==> config.mk <==
export PLATFORM = sky130hd
export DESIGN_NAME = hilo_muldiv_ctrl
export DESIGN_NICKNAME = d
export VERILOG_FILES = /design/src/rtl/hilo_muldiv_ctrl.sv
export SDC_FILE = /design/constraint.sdc
export NUM_CORES = 1
export LEC_CHECK = 0
export CAP_MARGIN = 20
export CORE_AREA = 3 3 178 180
export CTS_CLUSTER_SIZE = 8
export DETAILED_ROUTE_END_ITERATION = 8
export DIE_AREA = 0 0 181 183
export PLACE_DENSITY = 0.77
export SYNTH_ARGS = -nofsm -noshare
export SYNTH_HDL_FRONTEND = slang
export SYNTH_SLANG_ARGS = --single-unit
==> constraint.sdc <==
create_clock -name clk -period 4.96 [get_ports clk]
set_clock_uncertainty 0.15 [all_clocks]
set_input_delay 0.744 -clock clk [delete_from_list [all_inputs] [get_ports clk]]
set_output_delay 0.744 -clock clk [all_outputs]
set_load 0.005 [all_outputs]
==> src/rtl/hilo_muldiv_ctrl.sv <==
// Iterative HI/LO multiply/divide sequencer for MULT, MULTU, DIV and DIVU.
// Operands are converted to magnitudes when the instruction is accepted.
// The unit runs WIDTH shift-add or restoring shift-subtract steps, then
// applies the sign fix while it registers HI/LO on entry to DONE.
//
//   state  | meaning
//   -------+------------------------------------------------------------
//   S_IDLE | waiting; accepts start when flush is low (stall raised)
//   S_BUSY | one iteration step per cycle, WIDTH cycles, stall held high
//   S_DONE | result registered; one-cycle hilo_we unless flushed
module hilo_muldiv_ctrl #(
  parameter int WIDTH = 32
) (
  input  logic             clk,
  input  logic             rst_n,
  input  logic             start,
  input  logic [1:0]       op,
  input  logic [WIDTH-1:0] src_a,
  input  logic [WIDTH-1:0] src_b,
  input  logic             flush,
  output logic             stall,
  output logic             busy,
  output logic             hilo_we,
  output logic [WIDTH-1:0] hi_out,
  output logic [WIDTH-1:0] lo_out
);

  localparam int CW = (WIDTH > 1) ? $clog2(WIDTH) : 1;

  typedef enum logic [1:0] {S_IDLE, S_BUSY, S_DONE} state_t;

  state_t           state, state_nxt;
  logic [CW-1:0]    cnt;
  logic             is_div;
  logic             neg_q;
  logic             neg_r;
  logic             b_zero;
  logic [WIDTH-1:0] opnd;
  logic [WIDTH-1:0] acc_hi, acc_lo;

  logic             accept, last_step;
  logic             in_signed, in_a_neg, in_b_neg;
  logic [WIDTH-1:0] abs_a, abs_b;
  logic [WIDTH:0]   mul_sum, div_shift, div_diff;
  logic [WIDTH-1:0] step_hi, step_lo;
  logic [2*WIDTH-1:0] prod_fix;
  logic [WIDTH-1:0] quo_fix, rem_fix;
  logic [WIDTH-1:0] res_hi, res_lo;

  // Operand conditioning for the accept cycle: signed ops work on magnitudes.
  always_comb begin
    in_signed = ~op[0];
    in_a_neg  = in_signed & src_a[WIDTH-1];
    in_b_neg  = in_signed & src_b[WIDTH-1];
    abs_a     = in_a_neg ? (~src_a + 1'b1) : src_a;
    abs_b     = in_b_neg ? (~src_b + 1'b1) : src_b;
  end

  // One iteration step; the divide trial subtraction uses its top bit as borrow.
  always_comb begin
    mul_sum   = {1'b0, acc_hi} + (acc_lo[0] ? {1'b0, opnd} : '0);
    div_shift = {acc_hi, acc_lo[WIDTH-1]};
    div_diff  = div_shift - {1'b0, opnd};
    if (is_div) begin
      if (!div_diff[WIDTH]) begin
        step_hi = div_diff[WIDTH-1:0];
        step_lo = {acc_lo[WIDTH-2:0], 1'b1};
      end else begin
        step_hi = div_shift[WIDTH-1:0];
        step_lo = {acc_lo[WIDTH-2:0], 1'b0};
      end
    end else begin
      step_hi = mul_sum[WIDTH:1];
      step_lo = {mul_sum[0], acc_lo[WIDTH-1:1]};
    end
  end

  // Sign correction of the final step; divide-by-zero keeps all-ones / dividend.
  always_comb begin
    prod_fix = neg_q ? (~{step_hi, step_lo} + 1'b1) : {step_hi, step_lo};
    quo_fix  = (neg_q && !b_zero) ? (~step_lo + 1'b1) : step_lo;
    rem_fix  = neg_r ? (~step_hi + 1'b1) : step_hi;
    if (is_div) begin
      res_hi = rem_fix;
      res_lo = b_zero ? '1 : quo_fix;
    end else begin
      res_hi = prod_fix[2*WIDTH-1:WIDTH];
      res_lo = prod_fix[WIDTH-1:0];
    end
  end

  // State register.
  always_ff @(posedge clk or negedge rst_n) begin
    if (!rst_n) state <= S_IDLE;
    else        state <= state_nxt;
  end

  // Next-state and handshake outputs.
  always_comb begin
    state_nxt = state;
    stall     = 1'b0;
    busy      = 1'b0;
    hilo_we   = 1'b0;
    accept    = 1'b0;
    last_step = (cnt == CW'(WIDTH - 1));
    case (state)
      S_IDLE: begin
        accept = start & ~flush;
        stall  = accept;
        if (accept) state_nxt = S_BUSY;
      end
      S_BUSY: begin
        stall = 1'b1;
        busy  = 1'b1;
        if (flush)          state_nxt = S_IDLE;
        else if (last_step) state_nxt = S_DONE;
      end
      S_DONE: begin
        busy      = 1'b1;
        hilo_we   = ~flush;
        state_nxt = S_IDLE;
      end
      default: state_nxt = S_IDLE;
    endcase
  end

  // Datapath: operand capture, iteration accumulators and HI/LO result registers.
  always_ff @(posedge clk or negedge rst_n) begin
    if (!rst_n) begin
      cnt    <= '0;
      is_div <= 1'b0;
      neg_q  <= 1'b0;
      neg_r  <= 1'b0;
      b_zero <= 1'b0;
      opnd   <= '0;
      acc_hi <= '0;
      acc_lo <= '0;
      hi_out <= '0;
      lo_out <= '0;
    end else if (accept) begin
      cnt    <= '0;
      is_div <= op[1];
      neg_q  <= in_a_neg ^ in_b_neg;
      neg_r  <= in_a_neg;
      b_zero <= (src_b == '0);
      acc_hi <= '0;
      opnd   <= op[1] ? abs_b : abs_a;
      acc_lo <= op[1] ? abs_a : abs_b;
    end else if (state == S_BUSY && !flush) begin
      cnt    <= cnt + CW'(1);
      acc_hi <= step_hi;
      acc_lo <= step_lo;
      if (last_step) begin
        hi_out <= res_hi;
        lo_out <= res_lo;
      end
    end
  end

endmodule

==> results of run 1 <==
critical path, delay by kind of cell, from the launching register on:
kind	cells	cell delay, ns
AOI/OAI and AO/OA	6	1.09
xor gates and xnor gates	1	0.20
adders and majority gates	2	0.52
buffers and inverters	4	0.61
DFF	1	0.45
and+or+nand+nor	8	1.68
per-stage QoR:
stage / total power [mW] / hold WS [ns] / setup slack [ns] / utilization [%]
3_5_place_dp: 14.1 / 0.323 / -0.0323 / 62.7
6_report: 16.2 / 0.210 / 0.137 / 66.1
3_3_place_gp: 14.0 / 0.314 / -0.0171 / 62.7
2_1_floorplan: 9.44 / 0.294 / 0.0748 / -
4_1_cts: 15.6 / 0.260 / 0.0193 / 64.8
5_1_grt: 17.2 / 0.293 / -0.0965 / 66.1
cells in the final DEF, fill, tap and decap left out, types with 10 or more instances in the layout:
cell type	n
a211oi_1	31
a21o_1	25
a21oi_1	145
a31oi_1	26
and2_1	40
and3_1	13
buf_4	206
clkbuf_16	17
clkdlybuf4s50_1	134
dfrtp_1	169
ha_1	64
inv_1	68
mux2i_1	40
nand2_1	282
nand2b_1	14
nand3_1	31
nand4_1	28
nor2_1	179
nor2b_1	10
nor3_1	57
nor4_1	10
o211ai_1	53
o21a_1	13
o21ai_0	206
o21ai_1	16
o22a_1	32
o31ai_1	18
o41ai_1	11
or3_1	20
or4_1	10
xnor2_1	80
xor2_1	80
routing by layer:
| layer | global-route usage, % | vias to the layer above | share of wire (%) |
|---|---|---|---|
| li1 | - | 8176 | - |
| met1 | 46.9 | 8384 | 39 |
| met2 | 61.6 | 847 | 46 |
| met3 | 4.32 | 233 | 6.8 |
| met4 | 25.2 | 0 | 7.9 |
| met5 | 0 | - | 0 |
power breakdown:
part           total, mW  leakage (nW)  internal [mW]  switching, mW
combinational       12.4          5.86           4.91           7.48
sequential          2.36          2.23           1.79          0.565
clock               1.47         0.300          0.771          0.695
layout make-up:
type / instances / area, um^2 / share of cell area (%)
Inverter: 69 / 259 / 1.29
Tap cell: 396 / 495 / 2.47
Timing Repair Buffer: 346 / 2970 / 14.8
Multi-Input combinational cell: 1749 / 11400 / 56.9
Clock buffer: 17 / 425 / 2.12
Clock inverter: 14 / 199 / 0.992
Sequential cell: 171 / 4280 / 21.4
logic make-up (layout without fill, tap and decap cells):
logic type | after synthesis | in the layout
and+or+nand+nor | 759 | 759
AOI/OAI and AO/OA | 712 | 712
buffers and inverters | 196 | 446
DFF | 171 | 171
xor gates and xnor gates | 161 | 161
adders and majority gates | 75 | 75
muxes | 42 | 42
cells in the mapped netlist (all sizes together), types with 6 or more instances:
library cell  count
a21oi           153
xnor2            81
a211oi           40
o21ai           228
a21boi            7
dfrtp           171
xor2             80
nand2b           14
or3              20
a31oi            30
mux2i            40
o211ai           53
o21a             13
ha               73
o21bai            7
o2111ai           6
o41ai            12
nor2b            11
inv              69
a211o             7
buf              37
and2             40
nor4             11
or2              10
a21o             25
o31ai            23
and3             14
nand3            39
clkbuf           90
or4              11
o211a             8
nand2           284
nand3b            6
o22a             32
nand4            30
nor2            184
nor3             63
flip-flops by register name, indices dropped and copies added (netlist names), 2 cells and up:
signal / count
lo_out: 32
cnt: 5
state: 2
acc_lo: 32
acc_hi: 32
hi_out: 32
opnd: 32
what timing repair did:
action	CTS	global route
gates resized for setup	3	60
pin swaps	0	22
buffers inserted	0	12
setup endpoints to repair	2	20
path summary, 6_finish.rpt:
kind / end / slack, ns / start
max in group asynchronous: opnd[16] / 3.41 / rst_n
min in group clk: hi_out[23] / 0.33 / hi_out[23]
hold / removal: opnd[31] / 0.21 / rst_n
setup / recovery: hi_out[16] / 0.14 / acc_hi[20]
setup reg to reg: hi_out[16] / 0.14 / acc_hi[20]
hold reg to reg: hi_out[23] / 0.33 / hi_out[23]
==> summary.md, run 1 <==
| Metric | Value |
|---|---|
| Root buf cell | `clkbuf_16` |
| H-tree depth | `4` |
| Final max-slew violation count | `0` |
| Slowest cell on crit path | `or4_4` |
| Die Span X | `181 um` |
| DRC errors left | `0` |
| GRT Util Overall | `37.6%` |
| Io pins | `around 140` |
| Global placement routability congestion | `roughly 1.1` |
| Setup Viol. Count Final | `0` |
| Synth area leaders | `dfrtp_1, nand2_1, o21ai_0` |
| Post-Synthesis Cells | `approximately 2100` |
| Cell variety after synth | `between 100 and 150` |
| Standard-cell rows | `between 60 and 70` |
| Ys Warns | `0` |
| DR pass1 iterations | `6` |
| Final TNS setup | `0 ns` |
| DR iter-0 viols | `1931` |
| Global route overflow | `0` |
| Fraction of final layout cells with drive strength greater than 1 | `between 10% and 20%` |
| Fmax | `207 MHz` |
| Crit Path Category | `reg2reg` |
| Via-to-Cell Ratio | `roughly 6.4` |
| Synth Area in Simple Gates | `22.5%` |
| Static leakage | `between 8 and 9 nW` |
| Clk slew on worst S/H paths | `about 0.080 ns` |
| DIE AREA | `between 30000 and 40000 um^2` |
| Placed cell count | `2718` |
| Post-Layout Cell Count | `around 2800` |
| Half-perimeter wire length after detailed placement | `around 50000 um` |
| Post-Place Cell Area | `about 19000 um^2` |
| Outcome | `completed` |
| Synth Area per Inst | `7.66 um^2` |
| CTS Buffer Depth | `2` |
| Port bufs | `around 140` |
| Syn nets | `about 2300` |
| Crit path max fanout | `11` |
| CP Capture Type | `flip-flop` |
| Largest family of logic cells by synthesized area | `compound AO/OA/AOI/OAI gates` |
| Routed wire length | `about 64000 um` |
| RSZ-0062 raised after global routing | `true` |
| Total power per unit cell area | `809 nW/um^2` |
| First-pass GRT wire length | `approximately 97000 um` |
| Starting Density | `53.4%` |
| R2R cell count | `21` |
| Hold Fails Final Rpt | `0` |
| Period utilisation layout | `a little over nine tenths` |
| Async set or reset register ratio after synthesis | `100%` |
| Max-Cap Viols | `0` |
| Compound-cell area share of the yosys netlist | `between 20 and 30%` |
| Post-layout min period | `between 4 and 5 ns` |
| CP Cell Sequence | `ha_1, buf_4, nand4_1, nor4_4, a21boi_4, buf_4, nor3_4, o21ai_1, o211a_1, nor2_1, inv_1, ha_2, nand2_1, a31oi_2, nand4bb_1, buf_6, or2_4, or4_4, a22oi_2, xor2_1, o21ai_1` |
| Pin count of the biggest net entering global routing | `120` |
| ANT cells | `0` |
| Least-Margin Pin Slew | `between 1 and 1.5 ns` |
| DR WL/cell | `~23 um` |
| # hold bufs at CTS | `0` |
| Post-synth EDFFs | `0` |
| Worst Setup Start Kind | `flip-flop` |
| Initial antenna violation count | `1` |
| Vias in the first global route | `roughly 17000` |
| Yosys top cell area share | `26.4%` |
| Critical Path RT | `between 5 and 6 ns` |
| Die Ht | `approximately 180 um` |
| Post-synthesis xor/xnor area fraction | `under 10%` |
| Synth Area in Adders | `5.88%` |
| CP max stage delay | `about 0.53 ns` |
| Worst vdd ir | `0.316 mV` |
| Post-Syn Area | `16200 um^2` |
| TritonCTS Buffers | `17` |
| Number of fill cells | `around 2600` |
| Synth Register Bits | `about 170` |
| Multiplexer share of the synthesized area | `approximately 2.6%` |
| Fin area | `around 20000 um^2` |
| Synth area leader | `dfrtp_1` |
| Core area | `just over 30000 um^2` |
| Top FF cell, synth | `dfrtp_1` |
| Crit path DAT | `about 5 ns` |
| # nets final | `2499` |
| Layout area overhead | `23.7%` |
| Slew HR | `around a third` |
| Worst-skew pair later-pin latency | `between 0.4 and 0.5 ns` |
| CTS tree | `done` |
| CTS sink cnt | `between 150 and 200` |
| Via count | `~18000` |
| Worst hold path type | `in2async` |
| Post-synthesis sequential area ratio | `a little over a quarter` |
| Routed Antenna Nets | `0` |
Note: power is estimated with default switching activity, not from simulation.
==> run 2, diff against run 1 <==
CAP_MARGIN = 30   (was 20)
REMOVE_ABC_BUFFERS = 1   (was default)
==> summary.md, run 2 (synthesis results as in run 1) <==
| Metric | Value |
|---|---|
| Outcome | `completed` |
| Worst-skew pair later-pin latency | `between 0.4 and 0.5 ns` |
| Fraction of final layout cells with drive strength greater than 1 | `17.1%` |
| CTS Buffer Depth | `2` |
| Hold WS | `0.331 ns` |
| Total power per unit cell area | `824 nW/um^2` |
| Post-Layout Cell Count | `between 2000 and 3000` |
| Die Ht | `around 180 um` |
| Fmax | `~210 MHz` |
| Layout area overhead | `26.6%` |
| Reg-to-Reg End | `hi_out[31]` |
| Global placement routability congestion | `roughly 0.99` |
| Root buf cell | `clkbuf_16` |
| Start point of the worst hold path | `hi_out[30]` |
| Pin count of the biggest net entering global routing | `100` |
| Worst Setup Start Kind | `flip-flop` |
| Period utilisation layout | `a little over nine tenths` |
| Vias in the first global route | `around 17000` |
| Setup Viol. Count Final | `0` |
| Worst hold stages | `2` |
| Hold Fails Final Rpt | `0` |
| Via count | `around 18000` |
| Crit Path Category | `reg2reg` |
| CTS sink cnt | `171` |
| Io pins | `about 140` |
| GRT Util Overall | `between 30% and 40%` |
| Hold endpoint | `hi_out[30]` |
| Critical Path RT | `5.13 ns` |
| Worst vdd ir | `around 0.4 mV` |
| # nets final | `around 2600` |
| CTS tree | `done` |
| Max-Cap Viols | `0` |
| Core area | `between 30000 and 40000 um^2` |
| Starting Density | `53.4%` |
| Most frequent cells in the layout | `nand2_1, buf_4, o21ai_0, nor2_1, dfrtp_1` |
| R2R Path Start | `acc_lo[31]` |
| R2r setup slk | `around 0.12 ns` |
| DR pass1 iterations | `6` |
| DR iter-0 viols | `~1900` |
| Clk slew on worst S/H paths | `roughly 0.08 ns` |
| Via-to-Cell Ratio | `roughly 6.4` |
| Slew HR | `roughly a third` |
| Number of fill cells | `between 2000 and 3000` |
| Final TNS setup | `0 ns` |
| Initial antenna violation count | `2` |
| Die Span X | `181 um` |
| Half-perimeter wire length after detailed placement | `~49000 um` |
| RSZ-0062 raised after global routing | `true` |
| R2R cell count | `20` |
| First-pass GRT wire length | `between 90000 and 100000 um` |
| Post-layout min period | `between 4 and 5 ns` |
| Port bufs | `136` |
| CP Capture Type | `flip-flop` |
| Standard-cell rows | `between 60 and 70` |
| Global route overflow | `0` |
| DRC errors left | `0` |
| Routed Antenna Nets | `0` |
| Crit path DAT | `about 5 ns` |
| DR WL/cell | `22.8 um` |
| TritonCTS Buffers | `17` |
| Least-Margin Pin Slew | `between 1 and 1.5 ns` |
| Static leakage | `about 8.7 nW` |
| H-tree depth | `4` |
| DIE AREA | `roughly 33000 um^2` |
| Final max-slew violation count | `0` |
| Routed wire length | `64300 um` |
| Crit path max fanout | `5` |
| Worst hold path type | `reg2reg` |
| Placed cell count | `2764` |
| Most common cell after layout, fill and taps aside | `nand2_1` |
run 2: changes by cell type in the layout (fill, tap and decap cells not counted), moves of 3 or more:
cell      before  now
buf_12         2    5
nand3_1       31   34
ha_2           7    4
clkinv_8       4    0
nand3_2        7    4
a211oi_2       8    5
inv_6          5    1
buf_6          4    8
a211oi_1      31   34
buf_4        206  255
clkinv_2       0    6
run 2: cell type report:
| class | instances | area, um^2 | area share [%] |
|---|---|---|---|
| repair buffers | 406 | 3530 | 17.2 |
| diodes | 1 | 2.50 | 0.0122 |
| inverters | 69 | 259 | 1.26 |
| clock buffers | 17 | 425 | 2.07 |
| multi-input cells | 1749 | 11400 | 55.6 |
| well taps | 396 | 495 | 2.42 |
| clock inverters | 15 | 116 | 0.567 |
| flip-flops and latches | 171 | 4290 | 20.9 |
run 2: routing by layer:
| layer | track usage, % | part of all wire, % | up-vias |
|---|---|---|---|
| met4 | 16.9 | 5.2 | 2 |
| li1 | - | - | 8294 |
| met3 | 8.09 | 8.6 | 164 |
| met2 | 60.0 | 45 | 893 |
| met1 | 49.8 | 41 | 8632 |
| met5 | 0 | 0.019 | - |
run 2: critical path: stages (launching register included):
cell      delay, ns
dfrtp_1        0.40
inv_2          0.08
ha_4           0.13
inv_2          0.04
fa_2           0.41
a211oi_2       0.26
o211ai_1       0.19
and3_4         0.24
o21ai_4        0.14
a21oi_2        0.09
buf_4          0.16
nor2_2         0.32
buf_4          0.18
a311oi_2       0.13
or4b_4         0.57
nor4b_4        0.29
buf_4          0.17
nand3_1        0.11
or2_4          0.29
a211oi_2       0.20
o221ai_1       0.17
run 2: how the worst max path moves through the flow:
stage                    start  slack [ns]  cells past startpoint         end
floorplan                flush       -2.02                      6  hi_out[31]
global placement    acc_lo[31]       -0.02                     19  hi_out[31]
detailed placement  acc_lo[31]        -0.1                     19  hi_out[31]
CTS                  acc_lo[0]       0.003                     17  hi_out[31]
global route        acc_hi[17]       -0.06                     23  hi_out[22]
finish              acc_lo[31]        0.12                     20  hi_out[31]
run 2: report_power, final:
part	total [mW]	internal, mW	switching [mW]
sequential	2.26	1.80	0.458
combinational	13.3	5.49	7.83
clock	1.32	0.651	0.673
total	16.9	7.94	8.96
run 2: metrics by stage:
step / instance area (um^2) / utilization (%) / setup slack [ns] / total power, mW
6_report: 20500 / 67.6 / 0.116 / 16.9
4_1_cts: 20000 / 66.0 / 0.00276 / 16.1
5_1_grt: 20500 / 67.6 / -0.0646 / 17.9
2_1_floorplan: 15700 / - / -2.02 / 9.28
3_5_place_dp: 19400 / 64.0 / -0.0972 / 14.6
3_3_place_gp: 19400 / 63.9 / -0.0204 / 14.5
run 2: what timing repair did:
action                                 4_1_cts  5_1_grt
setup endpoints to repair                    8       23
endpoints found under the hold margin        0        2
gates resized for setup                      3       69
buffers inserted                             4       21
pin swaps                                    3       26
hold buffers                                 0        1
